File: src/rtl/div_pkg.sv
// Shared types, constants and sign helpers for the RV32M iterative divider.
package div_pkg;

   localparam int XLEN = 32;

   typedef enum logic [1:0] {DIV, DIVU, REM, REMU} div_op_e;
   typedef enum logic [1:0] {IDLE, CALC, DONE} div_state_e;

   localparam logic [XLEN-1:0] DIV_ALL_ONES = {XLEN{1'b1}};
   localparam logic [XLEN-1:0] DIV_INT_MIN  = {1'b1, {(XLEN-1){1'b0}}};

   function automatic logic is_signed_op(input div_op_e op);
      return (op == DIV) || (op == REM);
   endfunction

   function automatic logic is_rem_op(input div_op_e op);
      return (op == REM) || (op == REMU);
   endfunction

   // INT_MIN maps onto itself, which is its correct unsigned magnitude.
   function automatic logic [XLEN-1:0] magnitude(input logic [XLEN-1:0] x, input logic is_signed);
      return (is_signed && x[XLEN-1]) ? (~x + 1'b1) : x;
   endfunction

   function automatic logic [XLEN-1:0] cond_negate(input logic [XLEN-1:0] x, input logic en);
      return en ? (~x + 1'b1) : x;
   endfunction

endpackage

File: src/rtl/div_unit.sv
// Iterative radix-2 restoring divider for DIV/DIVU/REM/REMU with start/busy/valid
// handshake; the result drives the regfile write port for one cycle.
module div_unit #(
   parameter int XLEN = div_pkg::XLEN
) (
   input  logic            i_clk,
   input  logic            i_reset,
   input  logic            i_start,
   input  logic [1:0]      i_op,
   input  logic [XLEN-1:0] i_rs1_data,
   input  logic [XLEN-1:0] i_rs2_data,
   input  logic [4:0]      i_rd_addr,
   input  logic            i_flush,
   output logic            o_busy,
   output logic            o_valid,
   output logic [4:0]      o_rd_addr,
   output logic [XLEN-1:0] o_rd_data,
   output logic            o_rd_wren
);

   import div_pkg::*;

   localparam int CNT_W = $clog2(XLEN);

   div_state_e       state_q, state_d;
   div_op_e          op_q, op_d;
   logic [4:0]       dst_q, dst_d;
   logic [4:0]       rd_addr_q, rd_addr_d;
   logic [XLEN-1:0]  rd_data_q, rd_data_d;
   logic [XLEN-1:0]  quo_q, quo_d;
   logic [XLEN-1:0]  rem_q, rem_d;
   logic [XLEN-1:0]  dvsr_q, dvsr_d;
   logic [CNT_W-1:0] cnt_q, cnt_d;
   logic             neg_quo_q, neg_quo_d;
   logic             neg_rem_q, neg_rem_d;

   // Request decode.
   div_op_e req_op;
   logic    req_signed, req_rem, div_by_zero, overflow, accept;

   assign req_op      = div_op_e'(i_op);
   assign req_signed  = is_signed_op(req_op);
   assign req_rem     = is_rem_op(req_op);
   assign div_by_zero = (i_rs2_data == '0);
   assign overflow    = req_signed && (i_rs1_data == DIV_INT_MIN) && (i_rs2_data == DIV_ALL_ONES);
   assign accept      = i_start && !i_flush && ((state_q == IDLE) || (state_q == DONE));

   // One restoring step. The shifted partial remainder keeps its carry-out bit
   // so divisors with the MSB set still compare correctly.
   logic [XLEN:0]   rem_sh;
   logic            fits;
   logic [XLEN-1:0] diff, quo_step, rem_step, final_res;

   assign rem_sh    = {rem_q, quo_q[XLEN-1]};
   assign fits      = rem_sh[XLEN] || (rem_sh[XLEN-1:0] >= dvsr_q);
   assign diff      = rem_sh[XLEN-1:0] - dvsr_q;
   assign quo_step  = {quo_q[XLEN-2:0], fits};
   assign rem_step  = fits ? diff : rem_sh[XLEN-1:0];
   assign final_res = is_rem_op(op_q) ? cond_negate(rem_step, neg_rem_q)
                                      : cond_negate(quo_step, neg_quo_q);

   // NOTE: every _d gets its hold value first so no path leaves a latch behind.
   always_comb begin
      state_d   = state_q;
      op_d      = op_q;
      dst_d     = dst_q;
      rd_addr_d = rd_addr_q;
      rd_data_d = rd_data_q;
      quo_d     = quo_q;
      rem_d     = rem_q;
      dvsr_d    = dvsr_q;
      cnt_d     = cnt_q;
      neg_quo_d = neg_quo_q;
      neg_rem_d = neg_rem_q;

      if (i_flush) begin
         state_d = IDLE;
      end else if (accept) begin
         op_d  = req_op;
         dst_d = i_rd_addr;
         if (div_by_zero || overflow) begin
            state_d   = DONE;
            rd_addr_d = i_rd_addr;
            if (div_by_zero)
               rd_data_d = req_rem ? i_rs1_data : DIV_ALL_ONES;
            else
               rd_data_d = req_rem ? '0 : DIV_INT_MIN;
         end else begin
            state_d   = CALC;
            quo_d     = magnitude(i_rs1_data, req_signed);
            dvsr_d    = magnitude(i_rs2_data, req_signed);
            rem_d     = '0;
            cnt_d     = CNT_W'(XLEN - 1);
            neg_quo_d = req_signed && (i_rs1_data[XLEN-1] ^ i_rs2_data[XLEN-1]);
            neg_rem_d = req_signed && i_rs1_data[XLEN-1];
         end
      end else begin
         case (state_q)
            CALC: begin
               quo_d = quo_step;
               rem_d = rem_step;
               cnt_d = cnt_q - 1'b1;
               if (cnt_q == '0) begin
                  state_d   = DONE;
                  rd_addr_d = dst_q;
                  rd_data_d = final_res;
               end
            end
            DONE:    state_d = IDLE;
            default: state_d = IDLE;
         endcase
      end
   end

   // NOTE: state uses non-blocking assignments so every register samples pre-edge values.
   always_ff @(posedge i_clk or negedge i_reset) begin
      if (!i_reset) begin
         state_q   <= IDLE;
         op_q      <= DIV;
         dst_q     <= '0;
         rd_addr_q <= '0;
         rd_data_q <= '0;
         quo_q     <= '0;
         rem_q     <= '0;
         dvsr_q    <= '0;
         cnt_q     <= '0;
         neg_quo_q <= 1'b0;
         neg_rem_q <= 1'b0;
      end else begin
         state_q   <= state_d;
         op_q      <= op_d;
         dst_q     <= dst_d;
         rd_addr_q <= rd_addr_d;
         rd_data_q <= rd_data_d;
         quo_q     <= quo_d;
         rem_q     <= rem_d;
         dvsr_q    <= dvsr_d;
         cnt_q     <= cnt_d;
         neg_quo_q <= neg_quo_d;
         neg_rem_q <= neg_rem_d;
      end
   end

   assign o_busy    = (state_q == CALC);
   assign o_valid   = (state_q == DONE);
   assign o_rd_wren = o_valid;
   assign o_rd_addr = rd_addr_q;
   assign o_rd_data = rd_data_q;

endmodule

File: config.mk
export PLATFORM = sky130hd
export DESIGN_NAME = div_unit
export DESIGN_NICKNAME = d
export VERILOG_FILES = /design/src/rtl/div_pkg.sv /design/src/rtl/div_unit.sv
export SDC_FILE = /design/constraint.sdc
export NUM_CORES = 1
export LEC_CHECK = 0
export ABC_AREA = 1
export BUFFER_PORTS_ARGS = -buffer_cell sky130_fd_sc_hd__clkbuf_2
export CORE_UTILIZATION = 62
export DETAILED_ROUTE_END_ITERATION = 7
export PLACE_DENSITY = 0.87
export SYNTH_ARGS = -nofsm -noshare
export SYNTH_HDL_FRONTEND = slang
export SYNTH_SLANG_ARGS = --single-unit
export TNS_END_PERCENT = 10
File: constraint.sdc
create_clock -name i_clk -period 4.8 [get_ports i_clk]
set_clock_uncertainty 0.2 [all_clocks]
set_input_delay 0.72 -clock i_clk [delete_from_list [all_inputs] [get_ports i_clk]]
set_output_delay 0.72 -clock i_clk [all_outputs]
set_load 0.02 [all_outputs]
* Word level (Yosys, flattened, before mapping) *
Cells that the tools add are included.

cells by class
  $add $sub $neg = 6
  magnitude comparators = 1
  equality and inequality tests = 11
  muxes and demuxes = 31
  bitwise gates (word level) = 7
  reduce and logical (&&, ||, !) cells = 24

operators with widths
  cell                                                                      count
  32-bit two-way mux                                                        19
  32-bit by 1-bit adder with 32-bit output (second input constant)          4
  32-bit inverter                                                           4
  32-bit equality test (second input constant)                              2
  5-bit two-way mux                                                         7
  32-bit >= comparator                                                      1
  32-bit zero test                                                          1
  32-bit subtractor                                                         1
  2-bit equality test (second input constant)                               5
  2-bit two-way mux                                                         5
  1-bit logical AND                                                         7
  1-bit logical OR                                                          6
  3-bit AND reduction                                                       2
  5-bit zero test                                                           1
  5-bit by 1-bit subtractor with 5-bit output (second input constant)       1
  2-bit zero test                                                           2
  4-bit by 2-bit inequality test with 1-bit output (second input constant)  1
  4-bit AND reduction                                                       1
  2-bit nonzero test                                                        2
  2-bit by 1-bit equality test with 1-bit output (second input constant)    1
  2-bit by 1-bit inequality test with 1-bit output (second input constant)  1
  2-bit inequality test (second input constant)                             1
  1-bit inverter                                                            2
  2-bit AND reduction                                                       1
  other kinds (2)                                                           2

word-level totals
  register bits after elaboration = 149
  bits of input ports = 75
  output and inout port bits = 40

* Logic depth before layout (Yosys ltp) *
Gate-level depths: netlist of the first run.

  word-level depth = 10
  gate-level depth with buffers = 31
  mapped depth without buffers = 30

* Least setup slack after synthesis of the first run *
Ideal clock, no wire load.

  path type = flip-flop to flip-flop
  from = reg rem_q[22]
  to = reg rd_data_q[30] (netlist: o_rd_data[30])
  setup time = 0.066 ns
  arrival = 3.655 ns
  setup slack = 0.880 ns
  cell stages (with the launch flop) = 27
  buffers on the path = 1
  cell sequence = dfrtp_1 ha_1 a21oi_1 nand2_1 a21oi_2 nor2_2 nor2_8 nand2_4 inv_2 buf_4 ha_1 inv_1 nor3_1 nand3_1 nand3b_1 nor3_1 nand2_1 o21ai_1 nand2_1 nor2_1 o21a_1 a21oi_1 o21ai_0 nand2_1 nand2_1 nand2_1 nand2_1

between the ends
  word-level cells in the longest chain between the ends = 10
  elaborated cells between the ends (all ways) = 14

RTL lines
  item                                      line             RTL
  start, declared                           div_unit.sv:31   logic [XLEN-1:0] rem_q, rem_d;
  start signal, assigned                    div_unit.sv:136  rem_q <= rem_d;
  32-bit >= comparator                      div_unit.sv:55   assign fits = rem_sh[XLEN] || (rem_sh[XLEN-1:0] >= dvsr_q);
  1-bit logical OR                          div_unit.sv:55
  32-bit two-way mux                        div_unit.sv:58   assign rem_step = fits ? diff : rem_sh[XLEN-1:0];
  32-bit inverter                           div_pkg.sv:26    return en ? (~x + 1'b1) : x;
  32-bit by 1-bit adder with 32-bit output  div_pkg.sv:26
  32-bit two-way mux                        div_pkg.sv:26
  32-bit two-way mux (*)                    div_unit.sv:59   assign final_res = is_rem_op(op_q) ? cond_negate(rem_step, neg_rem_q)
  32-bit two-way mux (*)                    div_unit.sv:103  if (cnt_q == '0) begin
  32-bit two-way mux (*)                    div_unit.sv:98   case (state_q)
  32-bit two-way mux (*)                    div_unit.sv:78   end else if (accept) begin
  end signal, assigned                      div_unit.sv:134  rd_data_q <= rd_data_d;
  end, declared                             div_unit.sv:29   logic [XLEN-1:0] rd_data_q, rd_data_d;

Mark *: on every way between the ends. The rest lies on a longest branch, timed or not. The select of a mux whose other input is x is not followed.
A chain may end at the register's enable or synchronous reset.

* Final worst setup path of the first run *
Ends and elaborated chain as after synthesis.

==> impl_metrics.yaml, run 1 <==
outcome:
  run_status: "finished clean"
synth:
  synthFlopType: "dfrtp_1"
  synthTopCellsByCount: "nand2_1, inv_1, nor2_1, dfrtp_1"
  synth_most_common_cell: "nand2_1"
  synth_top_area_cell: "dfrtp_1"
  ys_ff_latch: 148
  netlist_area_um2: 12700
  avgSynthCellArea_um2: 6.27
  ys_warn_count: 0
  yosysTopAreaCellShare_pct: 29.2
  synth.net_count: 2139
  ys_seq_area_share_pct: 29.2
  ys_types: 51
  synth_area_leaders: "dfrtp_1, nand2_1, inv_1, nor2_1, nand3_1"
  synthCells: 2024
  async_reset_ff_share_pct: 100
  synth_edf_count: 0
setup_path:
  cp_max_fo: 18
  reg2regPathDepth: 26
  end_kind: "flip-flop"
  worstPathArrival_ns: 4.50
  crit_type: "reg -> reg"
  r2r-start: "rem_q[22]"
  rr_endpoint: "o_rd_data[30]"
  rrSetupSlack_ns: 0.48
  cp-startpoint: "rem_q[22]"
  startpoint_type: "flip-flop"
  cp.required_ns: 4.98
flow_run:
  maxCapViolCount: 0
grt:
  grt_start_max_net_pins: 90
  grt_pass1_vias: 13000
  grt_pass1_wl_um: 67800
  antenna_found_initial: 3
  track_usage_pct: 40.8
  overflow: 0
drt:
  postRouteWirelength_um: 42800
  wl_per_cell_um: 17.9
  wl_met3_um: 5000
  first_iter_violations: 1866
  drt-pass1-iter-count: 8
  drtAntennaViolNets: 0
  wl_met1_um: 17700
  num_vias: 14100
  vias_per_cell: 5.90
  maxUsedRoutingLayer: "met5"
  drc: 0
  met2WireLength_um: 18400
sta:
  fin_crit_ns: 4.32
  tns_ns: 0
  slew_viol_final: 0
  hold_viol: 0
  finalCritPeriodShare_pct: 90.0
  max_clock_freq_ghz: 0.231
  slew_headroom_pct: 18.7
  worst_pin_slew_ns: 1.22
  hold_slack_ns: 0.124
  rsz0062_at_grt: "no"
  setup_viol_count_final: 0
pwr:
  p_leak_nw: 7.49
  power.density_nw_per_um2: 704
  ir_drop_mv: 0.416
cts:
  cts_tree: "built"
  cts_setup_buffers: 0
  cts_buffers: 17
  clockBufferDepth: 2
  clkLatencyLatePin_ns: 0.44
  htree_levels: 4
  path_clk_slew_ns: 0.07
  clock_sinks: 148
  clock-root-buffer: "clkbuf_16"
worst_hold_path:
  hp-class: "in -> async"
die:
  die_area_um2: 21100
  io_pins: 115
  dieWidth_um: 145
  die_h_um: 145
  core_um2: 19800
  num_rows: 51
  start_util_pct: 64.2
finish:
  drive_gt1_share_pct: 10.5
  nNetsFinal: 2227
  syn_to_final_growth_pct: 10.5
  fin_area_um2: 14000
placed_design:
  dpl.hpwl_um: 32100
  port_buffers: 114
  gp_congestion: 0.999
  postPlaceCellArea_um2: 13500
==> cells by family after synthesis <==
logic type	share of synthesized area, %
simple gates	36.5
buf+inv	11.0
compound gates	13.5
flops	29.2
xor+xnor	5.79
fa+ha+maj	4.00
==> placed cells by master, fill, tap and decap left out, drive strengths merged, types with 2 or more instances in the layout <==
cell	count
xor2	63
clkinv	6
nor2	201
o22ai	27
a31oi	6
buf	18
nand2	691
nand3b	7
nor4	9
o21bai	3
nand4	27
nand3	127
o221ai	30
o21ai	142
dfrtp	148
o31ai	6
clkbuf	131
xnor2	21
o211ai	6
ha	39
nor3	35
or2	4
a21oi	61
inv	304
and2	2
a22oi	4
==> power breakdown <==
part | internal [W] | total [W] | switching, W
registers | 0.00169 | 0.00205 | 0.000369
clock network | 0.000692 | 0.00133 | 0.000638
logic | 0.00194 | 0.00649 | 0.00455
total | 0.00432 | 0.00987 | 0.00555
==> worst max-delay path, cell delays in order, from the launching register on <==
cell	delay (ns)
dfrtp_1	0.40
ha_1	0.38
a21oi_1	0.25
nand2_1	0.12
a21oi_2	0.17
nor2_2	0.09
nor2_8	0.28
nand2_4	0.08
inv_2	0.06
ha_1	0.13
inv_1	0.06
nor3_2	0.17
nand3_1	0.12
nand3b_1	0.20
nor3_1	0.14
buf_4	0.15
nand2_1	0.07
o21ai_1	0.25
nand2_1	0.15
nor2_1	0.19
o21a_1	0.17
a21oi_1	0.06
o21ai_0	0.11
nand2_1	0.07
nand2_1	0.08
nand2_1	0.06
nand2_1	0.07
==> flip-flops by register name, summed over array words and instances, names as in the netlist <==
| register | count |
|---|---|
| dvsr_q | 32 |
| o_rd_data | 32 |
| quo_q | 32 |
| rem_q | 32 |
| cnt_q | 5 |
| dst_q | 5 |
| o_rd_addr | 5 |
| state_q | 2 |
| neg_quo_q | 1 |
| neg_rem_q | 1 |
| op_q | 1 |
==> metal layers <==
metal  up-vias  global-route usage [%]
li1       6645                       -
met1      6440                    55.9
met2       886                    61.8
met3       134                    9.65
met4         2                    16.9
met5         -                       0
==> per-stage QoR <==
stage	setup slack (ns)	std cells	total power [W]	utilization [%]
3_5_place_dp	0.494	2358	0.00829	68.0
2_1_floorplan	0.880	2024	0.00660	-
5_1_grt	0.0695	2390	0.0106	70.9
6_report	0.479	2391	0.00987	70.9
4_1_cts	0.443	2390	0.00967	70.9
3_3_place_gp	0.594	2358	0.00817	68.0
==> worst max-delay path by stage <==
stage | to | slack (ns)
after CTS | o_rd_data[30] | 0.44
final | o_rd_data[30] | 0.48
after floorplan | o_rd_data[30] | 0.88
after global placement | o_rd_data[16] | 0.59
after global routing | o_rd_data[30] | 0.07
after detailed placement | o_rd_data[30] | 0.49
==> cell type report <==
cell class | instances | area, um^2
multi-input cells | 1517 | 7610
fillers | 1730 | 5750
flip-flops and latches | 148 | 3700
inverters | 297 | 1110
repair buffers | 131 | 704
clock buffers | 18 | 429
well taps | 265 | 332
clock inverters | 14 | 135
diodes | 1 | 2.50
==> repair_timing <==
action	4_1_cts	5_1_grt
hold buffers	0	0
endpoints found under the setup margin	0	2
resized for setup	0	1
Note: power is estimated with default switching activity, not from simulation.
==> run 2: changes to the inputs <==
- ABC_AREA: 1 -> unset
- CORE_UTILIZATION: 62 -> 55
- PLACE_DENSITY: 0.87 -> 0.79
- clock period: 4.8 -> 4.7 ns (I/O delays scaled with it)
==> impl_metrics.yaml, run 2 <==
die:
  die_area_um2: 23000
  core_um2: 21900
  num_rows: 54
  die_h_um: 152
  dieWidth_um: 152
  io_pins: 115
  start_util_pct: 56.3
synth:
  synth_top_area_cell: "dfrtp_1"
  ys_warn_count: 0
  yosysTopAreaCellShare_pct: 30.1
  synthCells: 1548
  synth_area_leaders: "dfrtp_1, o21ai_0, a21oi_1, nor2_1, xnor2_1"
  netlist_area_um2: 12300
  synthTopCellsByCount: "nor2_1, nand2_1, dfrtp_1, o21ai_0, a21oi_1"
  synth.net_count: 1663
  synth_most_common_cell: "nor2_1"
  synth_edf_count: 0
  async_reset_ff_share_pct: 100
  ys_types: 83
  ys_seq_area_share_pct: 30.1
  synthFlopType: "dfrtp_1"
  ys_ff_latch: 148
  avgSynthCellArea_um2: 7.96
pwr:
  power_w: 0.00520
  power.density_nw_per_um2: 358
  pwr-share-clk_pct: 27.6
  swShare_pct: 40.2
  internal-power_w: 0.00311
  p_comb_share_pct: 38.6
  p_switching_w: 0.00209
  ir_drop_mv: 0.228
  p_leak_nw: 6.42
  seqPwrFrac_pct: 33.8
setup_path:
  cp.required_ns: 4.81
  end_kind: "flip-flop"
  worstPathArrival_ns: 4.74
  crit_type: "reg -> reg"
  cp_max_fo: 6
  startpoint_type: "flip-flop"
finish:
  drive_gt1_share_pct: 19.6
  fin_area_um2: 14500
  antenna_cells: 0
  fin_cells: 1978
  syn_to_final_growth_pct: 17.9
  post-route-util_pct: 66.3
  mostFrequentLayoutCells: "nand2_1, nor2_1, dfrtp_1"
  final_common_cell: "nand2_1"
  nNetsFinal: 1801
  n_fill_cell: 1894
sta:
  worst_pin_slew_ns: 0.984
  finalCritPeriodShare_pct: 98.5
  slew_headroom_pct: 34.4
  setup_viol_count_final: 0
  fin_crit_ns: 4.63
  slew_viol_final: 0
  rsz0062_at_grt: "yes"
  tns_ns: 0
  hold_viol: 0
  max_clock_freq_ghz: 0.216
drt:
  drtAntennaViolNets: 0
  postRouteWirelength_um: 41700
  drt-pass1-iter-count: 6
  vias_per_cell: 6.59
  num_vias: 13000
  drc: 0
  first_iter_violations: 1358
  wl_per_cell_um: 21.1
cts:
  cts_buffers: 17
  hold_buffers: 0
  clock-root-buffer: "clkbuf_16"
  clock_sinks: 148
  path_clk_slew_ns: 0.07
  cts_tree: "built"
  clkLatencyLatePin_ns: 0.43
  clockBufferDepth: 2
  cts_setup_buffers: 0
  htree_levels: 4
placed_design:
  gp_congestion: 0.963
  postPlaceCellArea_um2: 13800
  dpl.hpwl_um: 31100
  port_buffers: 114
  place_inst: 1947
grt:
  antenna_found_initial: 0
  overflow: 0
  track_usage_pct: 36.7
  grt_pass1_wl_um: 64600
  grt_start_max_net_pins: 90
  grt_pass1_vias: 11900
outcome:
  run_status: "finished clean"
flow_run:
  maxCapViolCount: 0
worst_hold_path:
  hp-class: "in -> async"
-- run 2: cell types whose count changed after synthesis, moves of 31 or more --
cell,change
nand2_1,-526
nand3_1,-78
a21oi_1,+62
a221o_1,+31
nor2_1,-33
inv_1,-219
xnor2_1,+45
-- run 2: final timing paths --
path / endpoint / cells after the start / from / slack [ns]
hold reg to reg: o_rd_data[11] / 2 / o_rd_data[11] / 0.27
min in group i_clk: o_rd_data[11] / 2 / o_rd_data[11] / 0.27
max in group asynchronous: rem_q[14] / 2 / i_reset / 3.15
setup reg to reg: o_rd_data[28] / 18 / rem_q[17] / 0.07
setup / recovery: o_rd_data[28] / 18 / rem_q[17] / 0.07
hold / removal: o_rd_data[8] / 1 / i_reset / 0.15
-- run 2: power groups by stage --
stage                     Clock [W]  Sequential [W]  Combinational, W
final                       0.00144         0.00176           0.00201
after global routing        0.00149         0.00178           0.00219
after CTS                   0.00143         0.00175           0.00195
after detailed placement          0         0.00177           0.00194
after global placement            0         0.00176           0.00190
after floorplan                   0         0.00177           0.00127
-- run 2: logic make-up (layout without fill, tap and decap cells) --
group	count (synthesis)	in the layout	share of synthesized area, %
buffers and inverters	154	304	5.08
flip-flops	148	148	30.1
AND/OR/NAND/NOR	547	547	21.7
adder cells (fa/ha/maj)	40	40	4.12
AO/OA/AOI/OAI	489	489	26.5
XOR/XNOR	132	132	9.39
multiplexers	38	38	3.17
-- run 2: what timing repair did --
item | in CTS | in global routing
resized for setup | 1 | 38
endpoints found under the setup margin | 1 | 12
pin swaps | 0 | 4
-- run 2: metal layers --
metal / GRT usage, % / up-vias / wire length (um)
met2: 56.4 / 768 / 18800
met1: 51.5 / 6170 / 17700
met4: 14.1 / 0 / 1530
li1: - / 5959 / -
met3: 5.96 / 144 / 3680
met5: 0 / - / 0
-- run 2: layout make-up --
cell class	count	area, um^2	area share [%]
clock buffers	17	425	2.93
clock inverters	14	168	1.15
inverters	61	229	1.58
multi-input cells	1246	8290	57.1
flip-flops and latches	148	3710	25.5
well taps	280	350	2.41
repair buffers	212	1350	9.30
-- run 2: critical path: stages, from the launching register on --
cell and delay [ns]:
dfrtp_1 0.43, ha_1 0.27, a21oi_2 0.20, o21ai_2 0.12
a2111oi_4 0.45, o311a_4 0.28, nand2_4 0.09, inv_2 0.10
ha_4 0.12, or3b_4 0.37, or2_4 0.24, or4_4 0.45
or2_4 0.25, nand2b_4 0.16, o31ai_4 0.24, xor2_1 0.16
o221ai_1 0.13, a22oi_1 0.17, o21ai_1 0.09
-- run 2: metrics by stage --
| stage | setup WS [ns] | hold slack, ns |
|---|---|---|
| 2_1_floorplan | -0.153 | 0.209 |
| 3_3_place_gp | 0.115 | 0.251 |
| 3_5_place_dp | 0.0848 | 0.261 |
| 4_1_cts | 0.0259 | 0.174 |
| 5_1_grt | -0.105 | 0.208 |
| 6_report | 0.0706 | 0.150 |
==> run 3: changes to the inputs <==
- BUFFER_PORTS_ARGS: -buffer_cell sky130_fd_sc_hd__clkbuf_2 -> unset
- CORE_MARGIN: unset -> 2
- DONT_BUFFER_PORTS: unset -> 1
- PLACE_DENSITY: 0.79 -> 0.74
==> impl_metrics.yaml, run 3 (synthesis gave the netlist of run 2 again) <==
outcome:
  run_status: "finished with violations"
  violations: "negative hold slack"
setup_path:
  crit_path_end: "o_rd_data[28]"
  rrSetupSlack_ns: 0.09
  crit_type: "reg -> reg"
  cp_top_family: "simple AND/OR/NAND/NOR gates"
  worst_path_max_delay_cell: "dfrtp_1"
  worst-path-stages: 18
  cp-startpoint: "rem_q[9]"
  cp.required_ns: 4.81
  startpoint_type: "flip-flop"
  critPathMaxStageDelay_ns: 0.48
  crit_chain: "ha_2 > nand2_1 > o21ai_2 > a21o_1 > o31ai_4 > nand2_4 > inv_2 > ha_4 > or3b_4 > or2_4 > or4_4 > or2_4 > nand2b_4 > o31ai_4 > xor2_1 > o221ai_1 > a22oi_1 > o21ai_1"
  end_kind: "flip-flop"
  cp_max_fo: 6
  worstPathArrival_ns: 4.72
  reg2regPathDepth: 18
  crit_buf_inv: 1
  r2r-start: "rem_q[9]"
  rr_endpoint: "o_rd_data[28]"
worst_hold_path:
  hp-class: "in -> async"
drt:
  num_vias: 12500
  vias_per_cell: 6.72
  postRouteWirelength_um: 41200
  drc: 0
  drt-pass1-iter-count: 5
  first_iter_violations: 1308
  drtAntennaViolNets: 0
  wl_per_cell_um: 22.1
die:
  num_rows: 54
  dieWidth_um: 154
  io_pins: 115
  die_area_um2: 23600
  start_util_pct: 56.3
  die_h_um: 154
  core_um2: 21900
sta:
  rsz0062_at_grt: "yes"
  hold_viol: 7
  fin_crit_ns: 4.61
  max_clock_freq_ghz: 0.217
  hold_slack_ns: -0.0575
  worst_pin_slew_ns: 1.05
  fin_ws_ns: 0.0851
  slew_headroom_pct: 30.0
  slew_viol_final: 0
  setup_viol_count_final: 0
  finalCritPeriodShare_pct: 98.2
grt:
  met2_usage_pct: 53.3
  grt_start_max_net_pins: 149
  grt_pass1_wl_um: 65300
  use_met1_pct: 48.4
  grt_pass1_vias: 11900
  antenna_found_initial: 1
  overflow: 0
  top_usage_layer: "met2"
  use_met3_pct: 6.62
  track_usage_pct: 34.4
cts:
  clockBufferDepth: 2
  clock-root-buffer: "clkbuf_16"
  clkLatencyLatePin_ns: 0.44
  path_clk_slew_ns: 0.07
  htree_levels: 4
  clock_sinks: 148
  cts_tree: "built"
  cts_buffers: 17
finish:
  mostFrequentLayoutCells: "nand2_1, nor2_1, dfrtp_1"
  syn_to_final_growth_pct: 14.0
  regArea_um2: 3700
  multi_input_area_um2: 8420
  nNetsFinal: 1688
  antenna_cells: 0
  drive_gt1_share_pct: 14.5
  n_fill_cell: 1928
  final_common_cell: "nand2_1"
  fin_area_um2: 14000
pwr:
  power_w: 0.00500
  ir_drop_mv: 0.240
  power.density_nw_per_um2: 356
  p_leak_nw: 5.98
placed_design:
  gp_congestion: 1.00
  pre_cts_ws_ns: -0.0294
  dpl.hpwl_um: 30200
  postPlaceCellArea_um2: 13100
  port_buffers: 0
flow_run:
  maxCapViolCount: 0
[run 3: changes by cell type in the layout (fill, tap and decap cells not counted), sizes merged]
| cell | previous run | this run |
|---|---|---|
| clkinv | 2 | 5 |
| clkbuf | 130 | 17 |
| bufinv | 2 | 0 |
| clkinvlp | 2 | 1 |
[run 3: worst min path at each step]
| stage | endpoint | slack (ns) | cells past startpoint |
|---|---|---|---|
| floorplan | cnt_q[0] | 0.21 | 0 |
| global placement | dvsr_q[9] | 0.22 | 0 |
| detailed placement | dvsr_q[9] | 0.22 | 0 |
| CTS | dvsr_q[9] | 0.12 | 1 |
| global route | dvsr_q[9] | 0.14 | 1 |
| finish | dvsr_q[9] | -0.06 | 1 |
[run 3: what timing repair did]
action	4_1_cts	5_1_grt
endpoints found under the hold margin	148	0
cloned	0	0
pin swaps	0	11
setup buffers	0	5
setup endpoints to repair	4	14
gates resized for setup	2	59
hold buffers	1	0
[run 3: area by class of cell]
type	count	area share (%)
Tap cell	280	2.49
Clock buffer	17	3.03
Clock inverter	14	0.971
Multi-Input combinational cell	1246	60.0
Timing Repair Buffer	99	5.52
Sequential cell	148	26.4
Inverter	61	1.63
[run 3: metal layers]
metal  vias to the layer above  part of all wire, %
li1                       5729                    -
met1                      6040                   43
met2                       664                   45
met3                       101                  8.6
met4                         2                  3.1
met5                         -                0.032
[run 3: stage by stage]
| step | util, % | setup TNS, ns | instances |
|---|---|---|---|
| final | 64.2 | 0 | 1865 |
| after global routing | 64.2 | -0.0562 | 1865 |
| after CTS | 62.8 | 0 | 1860 |
| after detailed placement | 60.0 | -0.0294 | 1828 |
| after global placement | 60.0 | 0 | 1828 |
| after floorplan | - | -0.346 | 1548 |
[run 3: worst reg2reg max path: stages, from the launching register on]
cell	delay, ns
dfrtp_1	0.48
ha_2	0.35
nand2_1	0.12
o21ai_2	0.11
a21o_1	0.24
o31ai_4	0.32
nand2_4	0.12
inv_2	0.09
ha_4	0.13
or3b_4	0.37
or2_4	0.25
or4_4	0.46
or2_4	0.26
nand2b_4	0.16
o31ai_4	0.25
xor2_1	0.17
o221ai_1	0.13
a22oi_1	0.20
o21ai_1	0.08
[run 3: report_power, final]
group	total (W)	switching, W	internal [W]
Sequential	0.00185	0.000349	0.00150
Clock	0.00135	0.000648	0.000700
Combinational	0.00180	0.00104	0.000757
